<file path="src/rtl/soundgen_pkg.sv">
// rtl/soundgen_pkg.sv - shared constants, waveform encodings and LFSR step for the sound generator
package soundgen_pkg;

    localparam int DEF_N     = 8;
    localparam int DEF_ACC_W = 16;

    localparam logic [15:0] LFSR_SEED = 16'hACE1;

    typedef enum logic [1:0] {
        WAVE_SQUARE = 2'b00,
        WAVE_SAW    = 2'b01,
        WAVE_TRI    = 2'b10,
        WAVE_NOISE  = 2'b11
    } wave_e;

    // Fibonacci step for x^16+x^14+x^13+x^11+1, shifting right
    function automatic logic [15:0] lfsr_next(input logic [15:0] s);
        return {s[0] ^ s[2] ^ s[3] ^ s[5], s[15:1]};
    endfunction

endpackage

</file>
<file path="src/rtl/lfsr16.sv">
// rtl/lfsr16.sv - 16-bit maximal-length noise LFSR, seeded on reset, advanced on i_step
module lfsr16
    import soundgen_pkg::*;
(
    input  logic        clk,
    input  logic        rst_n,
    input  logic        i_step,
    output logic [15:0] o_state
);

    logic [15:0] r_state;

    always_ff @(posedge clk or negedge rst_n) begin
        if (!rst_n) begin
            r_state <= LFSR_SEED;
        end else if (i_step) begin
            r_state <= lfsr_next(r_state);
        end
    end

    assign o_state = r_state;

endmodule

</file>
<file path="src/rtl/tone_gen.sv">
// rtl/tone_gen.sv - phase-accumulator tone source emitting one attenuated duty value per PWM frame
module tone_gen
    import soundgen_pkg::*;
#(
    parameter int N     = DEF_N,
    parameter int ACC_W = DEF_ACC_W
) (
    input  logic             clk,
    input  logic             rst_n,
    input  logic             en,
    input  logic [ACC_W-1:0] freq_word,
    input  logic [1:0]       wave_sel,
    input  logic [2:0]       atten,
    output logic [N-1:0]     sample_out,
    output logic             sample_valid,
    output logic             frame_start
);

    localparam logic [N-1:0] MIDSCALE = {1'b1, {(N-1){1'b0}}};

    logic [N-1:0]     r_fcnt;
    logic [ACC_W-1:0] r_phase;
    logic [N-1:0]     r_sample;
    logic             r_valid;

    logic             w_tick;
    logic             w_step;
    logic [15:0]      w_lfsr;
    logic [ACC_W-1:0] w_phase_nxt;
    logic [N-1:0]     w_p;
    logic [N-1:0]     w_tri;
    logic [N-1:0]     w_raw;
    logic [N-1:0]     w_shaped;

    assign w_tick = (r_fcnt == {N{1'b1}});
    assign w_step = w_tick & en;

    lfsr16 u_lfsr (
        .clk     (clk),
        .rst_n   (rst_n),
        .i_step  (w_step),
        .o_state (w_lfsr)
    );

    // The sample is formed from the values being captured at the tick edge,
    // so configuration inputs only matter on the last cycle of a frame.
    assign w_phase_nxt = r_phase + freq_word;
    assign w_p         = w_phase_nxt[ACC_W-1 -: N];
    assign w_tri       = {w_p[N-2:0], 1'b0};

    always_comb begin
        w_raw = '0;
        case (wave_e'(wave_sel))
            WAVE_SQUARE: w_raw = w_p[N-1] ? '0 : '1;
            WAVE_SAW:    w_raw = w_p;
            WAVE_TRI:    w_raw = w_p[N-1] ? ~w_tri : w_tri;
            WAVE_NOISE:  w_raw = N'(lfsr_next(w_lfsr));
        endcase
    end

    assign w_shaped = w_raw >> atten;

    always_ff @(posedge clk or negedge rst_n) begin
        if (!rst_n) begin
            r_fcnt   <= '0;
            r_phase  <= '0;
            r_sample <= MIDSCALE;
            r_valid  <= 1'b0;
        end else begin
            r_fcnt  <= r_fcnt + N'(1);
            r_valid <= w_tick;
            if (w_step) begin
                r_phase <= w_phase_nxt;
            end
            if (w_tick) begin
                r_sample <= en ? w_shaped : MIDSCALE;
            end
        end
    end

    assign sample_out   = r_sample;
    assign sample_valid = r_valid;
    assign frame_start  = (r_fcnt == '0);

endmodule

</file>
<file path="config.mk">
export PLATFORM = sky130hd
export DESIGN_NAME = tone_gen
export DESIGN_NICKNAME = d
export VERILOG_FILES = /design/src/rtl/soundgen_pkg.sv /design/src/rtl/lfsr16.sv /design/src/rtl/tone_gen.sv
export SDC_FILE = /design/constraint.sdc
export NUM_CORES = 1
export LEC_CHECK = 0
export CAP_MARGIN = 20
export CORE_ASPECT_RATIO = 1.75
export CORE_UTILIZATION = 55
export CTS_BUF_LIST = sky130_fd_sc_hd__clkbuf_4 sky130_fd_sc_hd__clkbuf_8
export CTS_CLUSTER_SIZE = 25
export DETAILED_ROUTE_END_ITERATION = 6
export PLACE_DENSITY_LB_ADDON = 0.12
export RECOVER_POWER = 100
export SYNTH_ARGS = -nofsm -noshare
export SYNTH_HDL_FRONTEND = slang
export SYNTH_HIERARCHICAL = 1
export SYNTH_SLANG_ARGS = --single-unit
</file>
<file path="constraint.sdc">
create_clock -name clk -period 4.6 [get_ports clk]
set_input_delay 0.69 -clock clk [delete_from_list [all_inputs] [get_ports clk]]
set_output_delay 0.69 -clock clk [all_outputs]
set_load 0.05 [all_outputs]
</file>
[After elaboration in Yosys (flattened, before gate mapping)]
Index checks and enable logic that the tools add are counted.
Cells by class
  $add $sub $neg: 2
  equal/unequal tests: 4
  shift operators: 1
  mux-type cells: 4
  bitwise gates (word level): 5
  reductions and logical operators: 2
Operators with widths (count)
  8-bit one-hot mux with 4 select lines: 1
  8-bit two-way mux: 3
  16-bit adder: 1
  8-bit by 1-bit adder with 8-bit output (second input constant): 1
  8-bit equality test (second input constant): 1
  8-bit logical NOT: 1
  8-bit NOT: 1
  8-bit by 3-bit >> shifter with 8-bit output: 1
  2-bit equality test (second input constant): 2
  1-bit XOR: 3
  2-bit by 1-bit equality test with 1-bit output (second input constant): 1
  2-bit logical NOT: 1
  1-bit AND: 1
Storage, ports and cells
  register bits: 49
  word-level logic and storage cells: 23

[Logic depth before layout (Yosys ltp)]
Gate-level depths: netlist of run 1.
  depth in word-level cells: 6
  depth in mapped cells: 12
  mapped depth without buffers: 12

[Hierarchy]
Netlist of run 1, hierarchy kept.
By module, submodules not included
  tone_gen: instances 1, cells an instance 316, area an instance 2715.1 µm²
  lfsr16: instances 1, cells an instance 38, area an instance 675.6 µm²

[Worst setup path after synthesis of run 1]
OpenSTA, ideal clock, no wires.
  kind: input port to flip-flop
  start: in freq_word[0]
  end: reg r_sample[0] (netlist: sample_out[0])
  arrival: 3194 ps
  data required time: 4462 ps
  setup slack: 1269 ps
  stages on the path: 12
  cell sequence: ha_1 -> inv_1 -> fa_1 -> nor2b_1 -> o2111ai_1 -> a21oi_1 -> or3_1 -> a211oi_1 -> o31ai_1 -> mux4_2 -> a221oi_2 -> o311ai_1
Between the ends
  cells in the longest elaborated chain, start to end: 6
RTL lines
  start: declaration: line tone_gen.sv:11  | input logic [ACC_W-1:0] freq_word,
  16-bit adder (*): line tone_gen.sv:47  | assign w_phase_nxt = r_phase + freq_word;
  8-bit NOT: line tone_gen.sv:56  | WAVE_TRI: w_raw = w_p[N-1] ? ~w_tri : w_tri;
  8-bit two-way mux: line tone_gen.sv:56
  8-bit one-hot mux with 4 select lines (*): line tone_gen.sv:53  | case (wave_e'(wave_sel))
  8-bit by 3-bit >> shifter with 8-bit output (*): line tone_gen.sv:61  | assign w_shaped = w_raw >> atten;
  8-bit two-way mux (*): line tone_gen.sv:76  | r_sample <= en ? w_shaped : MIDSCALE;
  end signal: assignment: line tone_gen.sv:76
  end: declaration: line tone_gen.sv:23  | logic [N-1:0] r_sample;
Every way passes the cells marked *; elsewhere a longest branch is shown, timed or not.
A chain may end at the register's enable or synchronous reset.

[Worst setup path in the final report of run 1]
Ends and elaborated chain as after synthesis.

==> results of run 1 <==
[worst max-delay path, cell delays in order]
cell           delay, ns
dlygate4sd3_1       0.53
ha_1                0.20
inv_1               0.07
fa_1                0.40
nor2b_1             0.16
o2111ai_1           0.24
a2111o_1            0.48
o211ai_1            0.22
nor3_1              0.14
o311ai_2            0.39
a31oi_1             0.21
or3b_1              0.40
o311ai_0            0.11
[cell usage after synthesis (4+ instances only)]
master    number  area share [%]
nand2_1       52             5.8
dfrtp_1       40              30
a21oi_1       24             3.5
o21ai_0       21             3.1
nor2_1        19             2.1
ha_1          17             6.3
inv_1         12             1.3
xnor2_1       11             2.8
xor2_1        10             2.6
dfstp_2        9             7.0
nand3_1        9             1.3
clkbuf_1       8            0.89
mux2_2         8             2.7
mux2_4         8             3.5
a21o_1         7             1.5
nor3_1         7             1.0
o211ai_1       6             1.3
a211oi_1       5             1.1
a2111o_1       4             1.3
[path summary, 6_finish.rpt]
check / from / endpoint / cells after the start
worst max-delay path: freq_word[0] / sample_out[0] / 13
worst min-delay path: r_phase[0] / r_phase[0] / 2
worst max register to register: r_phase[8] / sample_out[0] / 10
worst min register to register: r_phase[0] / r_phase[0] / 2
max in group asynchronous: rst_n / sample_out[1] / 2
min in group asynchronous: rst_n / r_phase[7] / 1
[state kept, by name, summed over array words and instances, names as in the netlist]
name and flops:
r_fcnt 8, sample_out 8, r_phase 16, u_lfsr/o_state 16, sample_valid 1
[final cells by class]
| cell class | count | area share [%] |
|---|---|---|
| timing repair buffer | 37 | 8.98 |
| multi-input combinational | 279 | 52.3 |
| clock inverter | 2 | 0.360 |
| tap | 78 | 2.56 |
| sequential | 49 | 32.4 |
| inverter | 13 | 1.28 |
| clock buffer | 6 | 2.16 |
[where the power goes]
group,switching [uW],internal (uW)
Sequential,0,431
Combinational,67.9,48.1
Clock,150,122
Total,218,601
[per-stage QoR]
stage          power (uW)  hold slack (ns)  area (um2)
4_1_cts               830            0.492        3850
6_report              819            0.487        3820
3_3_place_gp          553            0.465        3750
3_5_place_dp          554            0.468        3750
2_1_floorplan         507            0.394        3390
5_1_grt               856            0.516        3820
[logic make-up (layout without fill, tap and decap cells)]
family | after synthesis | after routing | share of synthesized area (%)
simple gates | 114 | 114 | 16.0
xor+xnor | 24 | 24 | 7.23
compound gates | 104 | 104 | 22.1
buf+inv | 26 | 58 | 3.87
mux | 19 | 19 | 7.45
flops | 49 | 49 | 36.5
fa+ha+maj | 18 | 18 | 6.86
[layer usage]
metal / up-vias / share of wire, %
met2: 68 / 54
met1: 1379 / 37
met5: - / 0
met3: 31 / 3.0
met4: 0 / 5.1
li1: 1363 / -
==> flow_results.xml, run 1 <==
<?xml version="1.0" encoding="UTF-8"?>
<metrics>
  <group name="detailed_routing">
    <metric name="detail_route.wirelength" unit="mm">8.17</metric>
    <metric name="first_iter_violations" unit="">149</metric>
    <metric name="vias_per_inst" unit="">6.12</metric>
    <metric name="drc" unit="">0</metric>
    <metric name="dr.pass1.iters" unit="">5</metric>
    <metric name="via_count" unit="">2841</metric>
    <metric name="final_antenna_net_count" unit="">0</metric>
    <metric name="wl_per_cell" unit="um">17.6</metric>
  </group>
  <group name="sta">
    <metric name="finalHoldViolCount" unit="">0</metric>
    <metric name="slew_headroom" unit="%">9.51</metric>
    <metric name="fmaxAchievable" unit="MHz">246</metric>
    <metric name="unrepaired_setup_endpoints_after_global_routing" unit="">false</metric>
    <metric name="worst_slew_pin_slew" unit="ns">1.36</metric>
    <metric name="setup_total_negative_slack" unit="ns">0</metric>
    <metric name="final.min_clock_period" unit="ns">4.06</metric>
    <metric name="timing_max_transition_violations_final" unit="">0</metric>
    <metric name="fin_worst_skew" unit="ns">0.00998</metric>
    <metric name="setup_viol" unit="">0</metric>
    <metric name="finalCritPeriodShare" unit="%">88.3</metric>
    <metric name="postLayoutSetupSlackWorst" unit="ns">0.540</metric>
  </group>
  <group name="finish">
    <metric name="mostFrequentLayoutCells" unit="">nand2_1, dfrtp_1, a21oi_1</metric>
    <metric name="area_growth" unit="%">12.6</metric>
    <metric name="final_core_util" unit="%">64.4</metric>
    <metric name="antenna_diodes" unit="">0</metric>
    <metric name="drive_gt1_share" unit="%">10.6</metric>
    <metric name="nets" unit="">427</metric>
    <metric name="final.fill_count" unit="">540</metric>
    <metric name="finish.cell_count_without_fillers" unit="">464</metric>
    <metric name="multi_input_area" unit="um2">2000</metric>
    <metric name="area.sequential" unit="um2">1240</metric>
    <metric name="most_frequent_standard_cell_in_the_layout_excluding_fill_and_tap_cells" unit="">nand2_1</metric>
  </group>
  <group name="logic_synthesis">
    <metric name="post_synth_instance_area" unit="um2">3390</metric>
    <metric name="seq_area_frac_synth" unit="%">36.5</metric>
    <metric name="synth_async_sr_flop_share" unit="%">100</metric>
    <metric name="synth.ff_latch_count" unit="">49</metric>
    <metric name="avgSynthCellArea" unit="um2">9.58</metric>
    <metric name="postSynth.topFlopCell" unit="">dfrtp_1</metric>
    <metric name="synth.lib_cells_used.distinct" unit="">69</metric>
    <metric name="synthesis.nets" unit="">396</metric>
    <metric name="synth_cells" unit="">354</metric>
    <metric name="count_of_flip_flops_with_a_built_in_enable_after_synthesis" unit="">0</metric>
    <metric name="synth-warning-count" unit="">6</metric>
  </group>
  <group name="floorplan">
    <metric name="placeableCoreArea" unit="um2">5930</metric>
    <metric name="design.die.area" unit="um2">6500</metric>
    <metric name="boundaryPins" unit="">34</metric>
    <metric name="die_height" unit="um">106</metric>
    <metric name="die_width" unit="um">61.4</metric>
    <metric name="std_cell_rows" unit="">37</metric>
    <metric name="initial_core_util" unit="%">57.2</metric>
  </group>
  <group name="grt">
    <metric name="gr-usage-met2" unit="%">49.7</metric>
    <metric name="pin_count_of_the_biggest_net_entering_global_routing" unit="">50</metric>
    <metric name="grt_use_total" unit="%">27.7</metric>
    <metric name="groute.layer.met1.usage" unit="%">29.1</metric>
    <metric name="grt_most_used_layer" unit="">met2</metric>
    <metric name="remaining_global_route_overflow" unit="">0</metric>
    <metric name="grt_pass1_vias" unit="">2968</metric>
    <metric name="gr-usage-met3" unit="%">4.17</metric>
    <metric name="antenna_found_initial" unit="">0</metric>
    <metric name="grt_first_pass_wirelength" unit="mm">13.4</metric>
  </group>
  <group name="worst_setup_path">
    <metric name="worst-endpoint-arrival" unit="ns">4.23</metric>
    <metric name="worst-setup-path-type" unit="">primary input to flop</metric>
    <metric name="startpoint_type" unit="">primary input</metric>
    <metric name="ff2ff_setup_slack" unit="ns">1.07</metric>
    <metric name="crit_fanout" unit="">5</metric>
    <metric name="critPathCaptureType" unit="">flop</metric>
    <metric name="crit_required" unit="ns">4.77</metric>
  </group>
  <group name="cts">
    <metric name="insertion_delay" unit="ns">0.31</metric>
    <metric name="post_cts_setup_driven_buffer_insertion_count" unit="">0</metric>
    <metric name="tritoncts" unit="">yes</metric>
    <metric name="clockRootBuffer" unit="">clkbuf_8</metric>
    <metric name="cts_buffers" unit="">5</metric>
    <metric name="cts-hold-fix-buffers" unit="">0</metric>
    <metric name="cts-root-to-sink-buffers" unit="">2</metric>
    <metric name="cts.sinks" unit="">49</metric>
    <metric name="cts_resized" unit="">0</metric>
    <metric name="clk_transition_reported_paths" unit="ns">0.09</metric>
    <metric name="cts-htree-levels" unit="">2</metric>
  </group>
  <group name="placed_design">
    <metric name="placement.io_buffers" unit="">33</metric>
    <metric name="worst_slack_at_placement" unit="ns">0.325</metric>
    <metric name="dpl.hpwl" unit="mm">6.27</metric>
    <metric name="place_inst" unit="">455</metric>
    <metric name="final_weighted_congestion_in_routability_driven_placement" unit="">0.934</metric>
  </group>
  <group name="worst_hold_path">
    <metric name="holdCritPathClass" unit="">flop to flop</metric>
  </group>
  <group name="pwr">
    <metric name="power.static_leakage" unit="uW">0.00175</metric>
    <metric name="vdd_ir_drop_max" unit="V">0.000195</metric>
    <metric name="power_density" unit="nW/um2">215</metric>
  </group>
  <group name="run">
    <metric name="timing.max_cap.violations" unit="">0</metric>
  </group>
  <group name="run_status">
    <metric name="status" unit="">finished, final reports clean</metric>
  </group>
</metrics>
Power figures use the tool's default switching activity.
==> inputs of run 2 (changes only) <==
ABC_AREA = 1   (was default)
==> run 2 against run 1 <==
  * The flow now finishes with violations (max-capacitance violations, max-slew violations)
  * Hold slack got worse by 0.016 ns
  * Cell count increased by 34%
  * Non-clock buffer count fell by 2
  * Combinational power down 3%
  * Largest power group unchanged
  * Count of clock-buffer cells in the layout stayed put
  * Utilization grew 1.1 points
  * Routed wire length down 2.7%
==> flow_results.xml, run 2 <==
<?xml version="1.0" encoding="UTF-8"?>
<metrics>
  <group name="run_status">
    <metric name="status" unit="">finished, violations left</metric>
    <metric name="failed_checks" unit="">max-capacitance violations, max-slew violations</metric>
  </group>
  <group name="run">
    <metric name="timing.max_cap.violations" unit="">1</metric>
  </group>
  <group name="logic_synthesis">
    <metric name="yosysTopAreaCellShare" unit="%">28.9</metric>
    <metric name="synth_top_cells_by_area" unit="">dfrtp_1, nand2_1, nand3_1, dfstp_2, inv_1</metric>
    <metric name="synth-warning-count" unit="">6</metric>
    <metric name="yosysMostFrequentCell" unit="">nand2_1</metric>
    <metric name="top_cell_type_by_total_area_after_synthesis" unit="">dfrtp_1</metric>
    <metric name="synth_async_sr_flop_share" unit="%">100</metric>
    <metric name="synth.lib_cells_used.distinct" unit="">36</metric>
    <metric name="post_synth_instance_area" unit="um2">3460</metric>
    <metric name="synthesis.nets" unit="">551</metric>
    <metric name="avgSynthCellArea" unit="um2">6.81</metric>
    <metric name="post_synth_top_cells" unit="">nand2_1, nand3_1, inv_1, dfrtp_1, o21ai_0</metric>
    <metric name="postSynth.topFlopCell" unit="">dfrtp_1</metric>
    <metric name="seq_area_frac_synth" unit="%">35.7</metric>
    <metric name="synth.ff_latch_count" unit="">49</metric>
    <metric name="synth_cells" unit="">509</metric>
    <metric name="count_of_flip_flops_with_a_built_in_enable_after_synthesis" unit="">0</metric>
  </group>
  <group name="floorplan">
    <metric name="std_cell_rows" unit="">37</metric>
    <metric name="die_height" unit="um">107</metric>
    <metric name="boundaryPins" unit="">34</metric>
    <metric name="design.die.area" unit="um2">6630</metric>
    <metric name="die_width" unit="um">62.0</metric>
    <metric name="initial_core_util" unit="%">58.0</metric>
    <metric name="placeableCoreArea" unit="um2">5970</metric>
  </group>
  <group name="pwr">
    <metric name="vdd_ir_drop_max" unit="V">0.000155</metric>
    <metric name="power_density" unit="nW/um2">210</metric>
    <metric name="power.static_leakage" unit="uW">0.00208</metric>
  </group>
  <group name="placed_design">
    <metric name="dpl.hpwl" unit="mm">6.23</metric>
    <metric name="placement.io_buffers" unit="">33</metric>
    <metric name="placement.cell_area" unit="um2">3840</metric>
    <metric name="final_weighted_congestion_in_routability_driven_placement" unit="">0.975</metric>
  </group>
  <group name="worst_setup_path">
    <metric name="reg2regPathDepth" unit="">10</metric>
    <metric name="r2r-start" unit="">r_fcnt[1]</metric>
    <metric name="crit_required" unit="ns">4.78</metric>
    <metric name="startpoint_type" unit="">flop</metric>
    <metric name="critPathMaxStageDelay" unit="ns">0.78</metric>
    <metric name="crit_fanout" unit="">28</metric>
    <metric name="critPathSlowestCell" unit="">inv_1</metric>
    <metric name="worst-endpoint-arrival" unit="ns">3.33</metric>
    <metric name="critPathMostFrequentCell" unit="">nand2_1</metric>
    <metric name="critical_path_cell_list" unit="">ha_1 &gt; nand3_1 &gt; nor3_1 &gt; nand2_1 &gt; inv_1 &gt; nand2_1 &gt; inv_1 &gt; inv_4 &gt; nand2_1 &gt; o21ai_0</metric>
    <metric name="worst-setup-path-type" unit="">flop to flop</metric>
    <metric name="critPathCaptureType" unit="">flop</metric>
    <metric name="crit-reg2reg-capture" unit="">u_lfsr/o_state[4]</metric>
    <metric name="ff2ff_setup_slack" unit="ns">1.45</metric>
  </group>
  <group name="detailed_routing">
    <metric name="wl_per_cell" unit="um">12.8</metric>
    <metric name="first_iter_violations" unit="">164</metric>
    <metric name="via_count" unit="">3235</metric>
    <metric name="drc" unit="">0</metric>
    <metric name="final_antenna_net_count" unit="">0</metric>
    <metric name="dr.pass1.iters" unit="">5</metric>
    <metric name="vias_per_inst" unit="">5.21</metric>
    <metric name="detail_route.wirelength" unit="mm">7.95</metric>
  </group>
  <group name="cts">
    <metric name="clockRootBuffer" unit="">clkbuf_8</metric>
    <metric name="cts.sinks" unit="">49</metric>
    <metric name="insertion_delay" unit="ns">0.31</metric>
    <metric name="cts-hold-fix-buffers" unit="">0</metric>
    <metric name="cts_resized" unit="">0</metric>
    <metric name="tritoncts" unit="">yes</metric>
    <metric name="cts-root-to-sink-buffers" unit="">2</metric>
    <metric name="cts_buffers" unit="">5</metric>
    <metric name="post_cts_setup_driven_buffer_insertion_count" unit="">0</metric>
    <metric name="cts-htree-levels" unit="">2</metric>
    <metric name="clk_transition_reported_paths" unit="ns">0.09</metric>
  </group>
  <group name="finish">
    <metric name="drive_gt1_share" unit="%">6.45</metric>
    <metric name="antenna_diodes" unit="">0</metric>
    <metric name="most_frequent_standard_cell_in_the_layout_excluding_fill_and_tap_cells" unit="">nand2_1</metric>
    <metric name="area_growth" unit="%">13.0</metric>
    <metric name="finish.instance_area" unit="um2">3920</metric>
    <metric name="mostFrequentLayoutCells" unit="">nand2_1, nand3_1, inv_1</metric>
    <metric name="nets" unit="">584</metric>
  </group>
  <group name="grt">
    <metric name="grt_pass1_vias" unit="">3075</metric>
    <metric name="pin_count_of_the_biggest_net_entering_global_routing" unit="">50</metric>
    <metric name="antenna_found_initial" unit="">0</metric>
    <metric name="grt_use_total" unit="%">26.0</metric>
    <metric name="remaining_global_route_overflow" unit="">0</metric>
    <metric name="grt_first_pass_wirelength" unit="mm">12.9</metric>
  </group>
  <group name="sta">
    <metric name="finalCritPeriodShare" unit="%">68.4</metric>
    <metric name="final.min_clock_period" unit="ns">3.15</metric>
    <metric name="timing_max_transition_violations_final" unit="">50</metric>
    <metric name="worst_slew_pin_slew" unit="ns">2.59</metric>
    <metric name="fmaxAchievable" unit="MHz">318</metric>
    <metric name="unrepaired_setup_endpoints_after_global_routing" unit="">false</metric>
    <metric name="setup_viol" unit="">0</metric>
    <metric name="finalHoldViolCount" unit="">0</metric>
    <metric name="setup_total_negative_slack" unit="ns">0</metric>
    <metric name="fin_worst_skew" unit="ns">0.0105</metric>
    <metric name="slew_headroom" unit="%">-72.5</metric>
  </group>
  <group name="worst_hold_path">
    <metric name="worstHoldEndpoint" unit="">u_lfsr/o_state[13]</metric>
    <metric name="hold-path-cell-count" unit="">2</metric>
    <metric name="holdCritPathClass" unit="">flop to flop</metric>
    <metric name="timing.hold.worst.start" unit="">u_lfsr/o_state[13]</metric>
  </group>
</metrics>
run 2: cell count changes after synthesis, sizes merged, moves of 6 or more:
cell	previous run	this run
nand2	52	220
inv	12	64
nand3	9	61
a21oi	24	7
mux2	16	0
a21o	7	0
a211oi	6	0
o211ai	6	0
xnor2	12	6
run 2: worst max path at each step:
| stage | cells after the start | from | end | slack, ns |
|---|---|---|---|---|
| after floorplan | 4 | r_fcnt[0] | frame_start | 1.85 |
| after global placement | 22 | freq_word[0] | sample_out[2] | 1.29 |
| after detailed placement | 22 | freq_word[0] | sample_out[2] | 1.25 |
| after CTS | 22 | freq_word[0] | sample_out[2] | 1.58 |
| after global routing | 9 | r_fcnt[1] | u_lfsr/o_state[1] | 1.02 |
| final | 10 | r_fcnt[1] | u_lfsr/o_state[4] | 1.45 |
run 2: where the power goes:
part	internal, uW	total, uW	switching [uW]
Combinational	43.5	112	68.3
Clock	122	279	157
Sequential	431	431	0
Total	597	822	225
run 2: cell type report:
class                   instances  area [um2]
multi-input cells             387        1900
fillers                       548        2060
inverters                      64         243
flip-flops and latches         49        1240
repair buffers                 35         337
clock inverters                 2        13.8
clock buffers                   6        82.6
well taps                      78        97.6
run 2: metal layers:
layer	routed length (um)	global-route usage (%)	up-vias
met5	0	0	-
met4	326	12.7	0
met3	178	3.86	22
met2	4290	47.7	56
met1	3160	26.7	1494
li1	-	-	1663
run 2: logic make-up after synthesis:
| group | Yosys count | synth area share (%) |
|---|---|---|
| adder cells (fa/ha/maj) | 18 | 6.72 |
| AND/OR/NAND/NOR | 319 | 39.6 |
| buffers and inverters | 73 | 8.81 |
| XOR/XNOR | 13 | 3.29 |
| flip-flops | 49 | 35.7 |
| AO/OA/AOI/OAI | 37 | 5.85 |
run 2: worst max-delay path: cells and delay by family, from the launching register on:
family,cells,cell delay [ns]
flip-flops,1,0.38
AND/OR/NAND/NOR,5,1.25
AO/OA/AOI/OAI,1,0.09
adder cells (fa/ha/maj),1,0.19
buffers and inverters,3,1.09
run 2: per-stage QoR:
step / hold slack (ns) / worst slack, ns / std cells / util, % / power [uW]
5_1_grt: 0.487 / 1.02 / 621 / 65.6 / 855
3_3_place_gp: 0.455 / 1.29 / 613 / 64.3 / 551
2_1_floorplan: 0.394 / 1.85 / 509 / - / 506
6_report: 0.470 / 1.45 / 621 / 65.6 / 822
3_5_place_dp: 0.458 / 1.25 / 613 / 64.3 / 552
4_1_cts: 0.472 / 1.58 / 621 / 65.9 / 831
==> inputs of run 3 (changes only) <==
clock period = 3.3 ns   (was 4.6 ns; I/O delays follow)
==> run 3 against run 2 <==
  * The flow now finishes without violations
  * Utilization up 0.21 points
  * Sequential share of layout area down 0.10 points
  * Non-clock buffer count is 5 higher
  * Via count increased by 1.6%
  * Hold slack got worse by 0.070 ns
  * First-iteration DRC count decreased by 9.1%
  * Count of clock-buffer cells in the layout did not move
  * Largest power group unchanged
  * Highest routed layer unchanged
==> flow_results.xml, run 3 (same netlist as run 2, synthesis figures left out) <==
<?xml version="1.0" encoding="UTF-8"?>
<metrics>
  <group name="sta">
    <metric name="finalCritPeriodShare" unit="%">86.7</metric>
    <metric name="finalHoldViolCount" unit="">0</metric>
    <metric name="timing_max_transition_violations_final" unit="">0</metric>
    <metric name="worst_slew_pin_slew" unit="ns">1.43</metric>
    <metric name="setup_viol" unit="">0</metric>
    <metric name="final.min_clock_period" unit="ns">2.86</metric>
    <metric name="fmaxAchievable" unit="MHz">350</metric>
    <metric name="postLayoutSetupSlackWorst" unit="ns">0.440</metric>
    <metric name="fin_worst_skew" unit="ns">0.00548</metric>
    <metric name="setup_total_negative_slack" unit="ns">0</metric>
    <metric name="slew_headroom" unit="%">4.98</metric>
    <metric name="unrepaired_setup_endpoints_after_global_routing" unit="">false</metric>
  </group>
  <group name="detailed_routing">
    <metric name="via_count" unit="">3286</metric>
    <metric name="wl_per_cell" unit="um">13.1</metric>
    <metric name="detail_route.wirelength" unit="mm">8.20</metric>
    <metric name="vias_per_inst" unit="">5.25</metric>
    <metric name="final_antenna_net_count" unit="">0</metric>
    <metric name="drc" unit="">0</metric>
    <metric name="first_iter_violations" unit="">149</metric>
    <metric name="dr.pass1.iters" unit="">4</metric>
  </group>
  <group name="cts">
    <metric name="cts.sinks" unit="">49</metric>
    <metric name="cts-root-to-sink-buffers" unit="">2</metric>
    <metric name="cts-htree-levels" unit="">2</metric>
    <metric name="clk_transition_reported_paths" unit="ns">0.10</metric>
    <metric name="cts-hold-fix-buffers" unit="">0</metric>
    <metric name="clockRootBuffer" unit="">clkbuf_8</metric>
    <metric name="cts_buffers" unit="">5</metric>
    <metric name="cts_resized" unit="">0</metric>
    <metric name="insertion_delay" unit="ns">0.31</metric>
    <metric name="post_cts_setup_driven_buffer_insertion_count" unit="">0</metric>
    <metric name="tritoncts" unit="">yes</metric>
  </group>
  <group name="run_status">
    <metric name="status" unit="">finished, final reports clean</metric>
  </group>
  <group name="placed_design">
    <metric name="dpl.hpwl" unit="mm">6.42</metric>
    <metric name="placement.io_buffers" unit="">33</metric>
    <metric name="worst_slack_at_placement" unit="ns">0.0966</metric>
    <metric name="final_weighted_congestion_in_routability_driven_placement" unit="">1.01</metric>
    <metric name="placement.cell_area" unit="um2">3870</metric>
  </group>
  <group name="floorplan">
    <metric name="die_height" unit="um">107</metric>
    <metric name="design.die.area" unit="um2">6630</metric>
    <metric name="placeableCoreArea" unit="um2">5970</metric>
    <metric name="die_width" unit="um">62.0</metric>
    <metric name="initial_core_util" unit="%">58.0</metric>
    <metric name="std_cell_rows" unit="">37</metric>
    <metric name="boundaryPins" unit="">34</metric>
  </group>
  <group name="worst_hold_path">
    <metric name="holdCritPathClass" unit="">primary input to async pin</metric>
  </group>
  <group name="worst_setup_path">
    <metric name="critPathMaxStageDelay" unit="ns">0.46</metric>
    <metric name="crit_required" unit="ns">3.50</metric>
    <metric name="critPathCaptureType" unit="">flop</metric>
    <metric name="critical_path_cell_list" unit="">clkdlybuf4s50_1 &gt; ha_1 &gt; inv_1 &gt; fa_1 &gt; inv_1 &gt; nand3_1 &gt; nand3_1 &gt; nand2_1 &gt; nand2_1 &gt; nand2_1 &gt; nand2_1 &gt; nand2_1 &gt; nand2_1 &gt; nand2_1 &gt; nand2_1 &gt; nand3_1 &gt; nand2_1 &gt; nand2_1 &gt; nand2_1 &gt; nand2_1 &gt; nand3_1 &gt; nand2_1</metric>
    <metric name="worst-endpoint-arrival" unit="ns">3.06</metric>
    <metric name="crit_fanout" unit="">3</metric>
    <metric name="worst-setup-path-type" unit="">primary input to flop</metric>
    <metric name="critPathMostFrequentCell" unit="">nand2_1</metric>
    <metric name="startpoint_type" unit="">primary input</metric>
    <metric name="critPathSlowestCell" unit="">clkdlybuf4s50_1</metric>
  </group>
  <group name="grt">
    <metric name="groute.layer.met1.usage" unit="%">26.5</metric>
    <metric name="pin_count_of_the_biggest_net_entering_global_routing" unit="">48</metric>
    <metric name="antenna_found_initial" unit="">0</metric>
    <metric name="grt_most_used_layer" unit="">met2</metric>
    <metric name="remaining_global_route_overflow" unit="">0</metric>
    <metric name="grt_pass1_vias" unit="">3264</metric>
    <metric name="grt_first_pass_wirelength" unit="mm">13.3</metric>
    <metric name="gr-usage-met2" unit="%">50.4</metric>
    <metric name="grt_use_total" unit="%">26.9</metric>
    <metric name="gr-usage-met3" unit="%">3.50</metric>
  </group>
  <group name="run">
    <metric name="timing.max_cap.violations" unit="">0</metric>
  </group>
  <group name="finish">
    <metric name="nets" unit="">589</metric>
    <metric name="area_growth" unit="%">13.4</metric>
    <metric name="mostFrequentLayoutCells" unit="">nand2_1, nand3_1, inv_1</metric>
    <metric name="finish.instance_area" unit="um2">3930</metric>
    <metric name="antenna_diodes" unit="">0</metric>
    <metric name="most_frequent_standard_cell_in_the_layout_excluding_fill_and_tap_cells" unit="">nand2_1</metric>
    <metric name="drive_gt1_share" unit="%">6.20</metric>
  </group>
  <group name="pwr">
    <metric name="power.static_leakage" unit="uW">0.00207</metric>
    <metric name="power_density" unit="nW/um2">289</metric>
    <metric name="vdd_ir_drop_max" unit="V">0.000248</metric>
  </group>
</metrics>
## run 3: power by group
group	internal, uW	leakage, uW	total [uW]	switching (uW)
Sequential	601	0.000585	601	0
Clock	158	0.0000408	374	216
Combinational	61.6	0.00145	159	97.5
Total	820	0.00207	1130	314
## run 3: worst max-delay path, delay by kind of cell
family	cells	cell delay, ns
fa+ha+maj	2	0.54
simple gates	17	1.37
buf+inv	3	0.60
## run 3: per-layer routing
metal / wire, um / part of all wire, %
met1: 3140 / 38
met5: 0 / 0
met4: 379 / 4.6
met2: 4480 / 55
met3: 203 / 2.5
## run 3: final cells by class
type                    count  area, um2
inverters                  64        241
fillers                   569       2040
multi-input cells         387       1900
flip-flops and latches     49       1240
clock buffers               6       76.3
well taps                  78       97.6
clock inverters             2       15.0
repair buffers             40        358
## run 3: final timing paths
| check | start | endpoint | slack [ns] | cells past startpoint |
|---|---|---|---|---|
| max in group asynchronous | rst_n | u_lfsr/o_state[8] | 1.02 | 2 |
| worst max register to register | r_fcnt[0] | sample_out[3] | 0.51 | 12 |
| min in group clk | u_lfsr/o_state[13] | u_lfsr/o_state[13] | 0.47 | 2 |
| worst min-delay path | rst_n | r_phase[9] | 0.40 | 1 |
| worst max-delay path | freq_word[0] | sample_out[2] | 0.44 | 22 |
| worst min register to register | u_lfsr/o_state[13] | u_lfsr/o_state[13] | 0.47 | 2 |
## run 3: through the flow
stage,hold WS [ns],util [%],instances,total power [uW]
after CTS,0.402,66.3,625,1140
after floorplan,0.199,-,509,705
after global routing,0.489,65.8,626,1180
final,0.400,65.8,626,1130
after detailed placement,0.457,64.8,617,771
after global placement,0.454,64.8,617,769
